[src/rtl/mem_arbiter.sv]
// rtl/mem_arbiter.sv - round-robin fetch/data arbiter driving a single RAM port
// Optional feature macro: MEM_TIMEOUT_EN (abort a BUSY access after TIMEOUT_CYCLES cycles with err).
module mem_arbiter #(
  parameter int TIMEOUT_CYCLES = 15
) (
  input  logic        clk,
  input  logic        reset,
  input  logic        if_req,
  input  logic [31:0] if_addr,
  output logic        if_ack,
  output logic [31:0] if_rdata,
  input  logic        d_req,
  input  logic        d_rw,
  input  logic [1:0]  d_size,
  input  logic [31:0] d_addr,
  input  logic [31:0] d_wdata,
  output logic        d_ack,
  output logic [31:0] d_rdata,
  output logic        err,
  output logic        mem_mov,
  output logic        mem_rw,
  output logic [1:0]  mem_size,
  output logic [31:0] mem_mar,
  output logic [31:0] mem_datain,
  input  logic        mem_moc,
  input  logic [31:0] mem_dataout
);

  typedef enum logic [1:0] {IDLE, BUSY, RECOVER} state_t;

  state_t state, state_next;
  logic   last_data;  // 1 when the data port was granted most recently
  logic   gnt_data;
  logic   pick_data;
  logic   grant;
  logic   done;
  logic   abort;

`ifdef MEM_TIMEOUT_EN
  localparam int CW = (TIMEOUT_CYCLES > 1) ? $clog2(TIMEOUT_CYCLES) : 1;
  localparam logic [CW-1:0] CNT_LAST = CW'(TIMEOUT_CYCLES - 1);

  logic [CW-1:0] cnt;
  logic          err_q;

  assign abort = (state == BUSY) && !mem_moc && (cnt == CNT_LAST);
  assign err   = err_q;

  // cnt holds the number of BUSY edges already spent without completion
  always_ff @(posedge clk or posedge reset) begin
    if (reset) begin
      cnt   <= '0;
      err_q <= 1'b0;
    end else begin
      err_q <= abort;
      if (state != BUSY)
        cnt <= '0;
      else if (!mem_moc)
        cnt <= cnt + 1'b1;
    end
  end
`else
  logic unused_timeout;

  assign unused_timeout = ^TIMEOUT_CYCLES;
  assign abort          = 1'b0;
  assign err            = 1'b0;
`endif

  assign pick_data = d_req && (!if_req || !last_data);
  assign grant     = (state == IDLE) && (if_req || d_req);
  assign done      = (state == BUSY) && (mem_moc || abort);

  always_comb begin
    state_next = state;
    case (state)
      IDLE:    if (if_req || d_req) state_next = BUSY;
      BUSY:    if (done) state_next = RECOVER;
      RECOVER: if (!mem_moc) state_next = IDLE;
      default: state_next = IDLE;
    endcase
  end

  always_ff @(posedge clk or posedge reset) begin
    if (reset) begin
      state <= IDLE;
    end else begin
      state <= state_next;
    end
  end

  always_ff @(posedge clk or posedge reset) begin
    if (reset) begin
      last_data  <= 1'b0;
      gnt_data   <= 1'b0;
      mem_mov    <= 1'b0;
      mem_rw     <= 1'b0;
      mem_size   <= 2'b00;
      mem_mar    <= '0;
      mem_datain <= '0;
      if_ack     <= 1'b0;
      d_ack      <= 1'b0;
      if_rdata   <= '0;
      d_rdata    <= '0;
    end else begin
      if_ack <= 1'b0;
      d_ack  <= 1'b0;
      if (grant) begin
        gnt_data   <= pick_data;
        last_data  <= pick_data;
        mem_mov    <= 1'b1;
        mem_mar    <= pick_data ? d_addr : if_addr;
        mem_datain <= pick_data ? d_wdata : '0;
        mem_rw     <= pick_data ? d_rw : 1'b1;
        mem_size   <= pick_data ? d_size : 2'b10;
      end
      if (done) begin
        mem_mov <= 1'b0;
        if_ack  <= !gnt_data;
        d_ack   <= gnt_data;
        if (gnt_data)
          d_rdata <= (mem_rw && !abort) ? mem_dataout : '0;
        else
          if_rdata <= abort ? '0 : mem_dataout;
      end
    end
  end

endmodule

[config.mk]
export PLATFORM = sky130hd
export DESIGN_NAME = mem_arbiter
export DESIGN_NICKNAME = d
export VERILOG_FILES = /design/src/rtl/mem_arbiter.sv
export SDC_FILE = /design/constraint.sdc
export NUM_CORES = 1
export LEC_CHECK = 0
export BUFFER_PORTS_ARGS = -buffer_cell sky130_fd_sc_hd__clkbuf_2
export CAP_MARGIN = 15
export CORE_MARGIN = 3
export CORE_UTILIZATION = 45
export DETAILED_ROUTE_END_ITERATION = 6
export HOLD_SLACK_MARGIN = 0.02
export PLACE_DENSITY_LB_ADDON = 0.12
export SLEW_MARGIN = 20
export SYNTH_ARGS = -nofsm -noshare
export SYNTH_HDL_FRONTEND = slang
export SYNTH_SLANG_ARGS = --single-unit
[constraint.sdc]
create_clock -name clk -period 11.3 [get_ports clk]
set_input_delay 0.565 -clock clk [delete_from_list [all_inputs] [get_ports clk]]
set_output_delay 0.565 -clock clk [all_outputs]
set_load 0.005 [all_outputs]
==> qor.txt <==
status = complete, no violations
Net Count, Synth = 549
Skew-Pair Late Insertion Delay = 410 ps
Switching Power = 683.4 uW
leakage power = 4.180 nW
Syn Std Cell Area = 5749 um2
CP delay by family, top = simple AND/OR/NAND/NOR gates
Seq/Total Area, Yosys = 59.63%
Syn Inst Count = 413
FF+latch count, synth = 137
critical path class = reg -> reg
total gr overflow = 0
die area = 14170 um2
Clk pwr share = 26.6%
PwrDens = 286.9 nW/um2
Max Slew Vio Count = 0
Synth cell types = 25
Worst Clk Skew = 18.98 ps
crit path cell chain = nand3b_1, nor2_4, mux2_2
Final #Nets = 814
DR vias = 4163
Routed Antenna Nets = 0
RSZ-0062 raised after global routing = no
initial antenna violation count = 0
Hold-fix buffers, CTS = 0
Critical Path Start Type = flip-flop
GP Congestion = 0.7618
worst-margin pin slew = 962.3 ps
Worst Hold Slack = 196.7 ps
Reg power frac = 38.4%
Total GRT Usage = 20.15%
max_cap viols = 0
CTS buffer count = 17
Gate power share = 35.0%
Top FF cell, synth = dfrtp_1
setup violators final = 0
synth cell count leaders = 137 x dfrtp_1, 67 x nand2_1, 60 x mux2_4
# IOs = 271
vias in the first global route = 4385
Clock Tree Buf Depth = 2
row count = 40
fin area = 7838 um2
min-delay worst type = in -> async
CORE AREA = 12260 um2
Initial Util = 46.89%
CTS HTree Levels = 4
Yosys Warn Count = 0
placed cell area = 7176 um2
Critical Path AT = 2220 ps
Reg clk slew, reported paths = 60 ps
fin crit period = 1942 ps
residual DRC count = 0
share of cells above drive strength 1 = 59.13%
largest net degree at the start of global routing = 77
worst path required time = 11580 ps
post-DP HPWL = 10.10 mm
port bufs = 269
internal power = 1.565 mW
Post-synth EDFFs = 0
ys async rst share = 100.0%
kind of end point of the critical path = flip-flop
setup_tns = 0 ps
buffers plus inverters on the worst setup path = 0
routed wire length = 13.96 mm
Synth-to-Final Area Change = 36.32%
global-route wire length before repair = 22.48 mm
Clock Sinks = 137
WP depth = 3
Vias/cell = 4.852
top cells by area, synth = dfrtp_1 60%, mux2_4 16%, mux2_2 7.1%
post-synth top area cell = dfrtp_1
initial DRC count = 210
VDD IR max = 0.1181 mV
Worst path slowest cell = nor2_4
achievable clock frequency = 0.5149 GHz
switching share of power = 30.39%
fin crit share = 17.19%
Post-CTS Resized = 0
Antenna Cells = 0
top-count cell post-synth = dfrtp_1
# Post-CTS Setup Buffers = 0
Rel. slew slack = 35.69%
Root Buffer = clkbuf_16
Yosys top cell area share = 59.63%
die width = 119.0 um
Syn Area/Cell = 13.92 um2
wire length per cell = 16.27 um
Hold Vio Cnt, Final = 0
CP peak stage delay = 750 ps
crit-path max FO = 33
Pre-antenna DRT Iters = 4
CTS tree = built
DIE HEIGHT = 119.0 um
worst reg-to-reg path cell count = 3
## final timing paths
| check | start | endpoint | slack [ps] |
|---|---|---|---|
| setup reg to reg | state[1]$_DFFE_PP0P_ | if_rdata[28]$_DFFE_PP0P_ | 9360 |
| max in group asynchronous | reset | d_rdata[30]$_DFFE_PP0P_ | 9720 |
| setup / recovery | state[1]$_DFFE_PP0P_ | if_rdata[28]$_DFFE_PP0P_ | 9360 |
| min in group clk | d_wdata[18] | mem_datain[18]$_DFFE_PP0P_ | 360 |
| hold reg to reg | d_rdata[20]$_DFFE_PP0P_ | d_rdata[20]$_DFFE_PP0P_ | 480 |
| hold / removal | reset | mem_mar[10]$_DFFE_PP0P_ | 200 |
## cell type report
class                      count  area [um2]
clock buffer                  19       442.9
timing repair buffer         275        1404
inverter                       2       12.51
multi-input combinational    245        2142
clock inverter                12       197.7
tap                          168       210.2
sequential                   137        3428
fill                         976        4424
## state kept, by name (all words and copies together) (netlist names)
signal / count
mem_rw: 1
mem_mov: 1
state: 2
mem_mar: 32
mem_datain: 32
if_ack: 1
if_rdata: 32
mem_size: 2
d_rdata: 32
d_ack: 1
last_data: 1
## through the flow
step	std cells	util, %	total power [mW]	setup slack [ps]
2_1_floorplan	413	-	1.314	7067
3_3_place_gp	826	58.52	1.637	9141
3_5_place_dp	826	58.52	1.668	9087
4_1_cts	857	63.74	2.276	9141
5_1_grt	858	63.92	2.389	9235
6_report	858	63.92	2.249	9358
## placed cells by master, fill, tap and decap left out, types with 2 or more instances in the layout
cell	instances
a22o_1	33
buf_4	5
bufinv_16	5
clkbuf_16	17
clkbuf_2	269
clkinv_2	3
clkinvlp_4	2
dfrtp_1	137
inv_6	2
mux2_2	36
mux2_4	60
nand2_1	67
nand2b_1	2
o21ai_0	33
o22a_1	2
## cells by family after synthesis
family                 after synthesis  share of synthesized area, %
flip-flops                         137                         59.63
multiplexers                        96                         22.72
AND/OR/NAND/NOR                     75                         5.245
AO/OA/AOI/OAI                       73                         9.097
buffers and inverters               31                         3.243
other                                1                       0.06523
## power by group through the flow
stage	logic (mW)	clock network [mW]	registers, mW
final	0.788	0.598	0.863
after global routing	0.859	0.636	0.894
after CTS	0.801	0.610	0.864
after detailed placement	0.804	0	0.863
after global placement	0.777	0	0.861
after floorplan	0.446	0	0.868
## routing by layer
| metal | part of all wire, % | track usage, % | vias up | wire length, um |
|---|---|---|---|---|
| met5 | 0 | 0 | - | 0 |
| met4 | 1.6 | 7.096 | 0 | 229 |
| li1 | - | - | 1972 | - |
| met3 | 6.3 | 6.078 | 17 | 886 |
| met2 | 52 | 34.69 | 180 | 7202 |
| met1 | 40 | 23.89 | 1994 | 5640 |
Power figures use the tool's default switching activity.
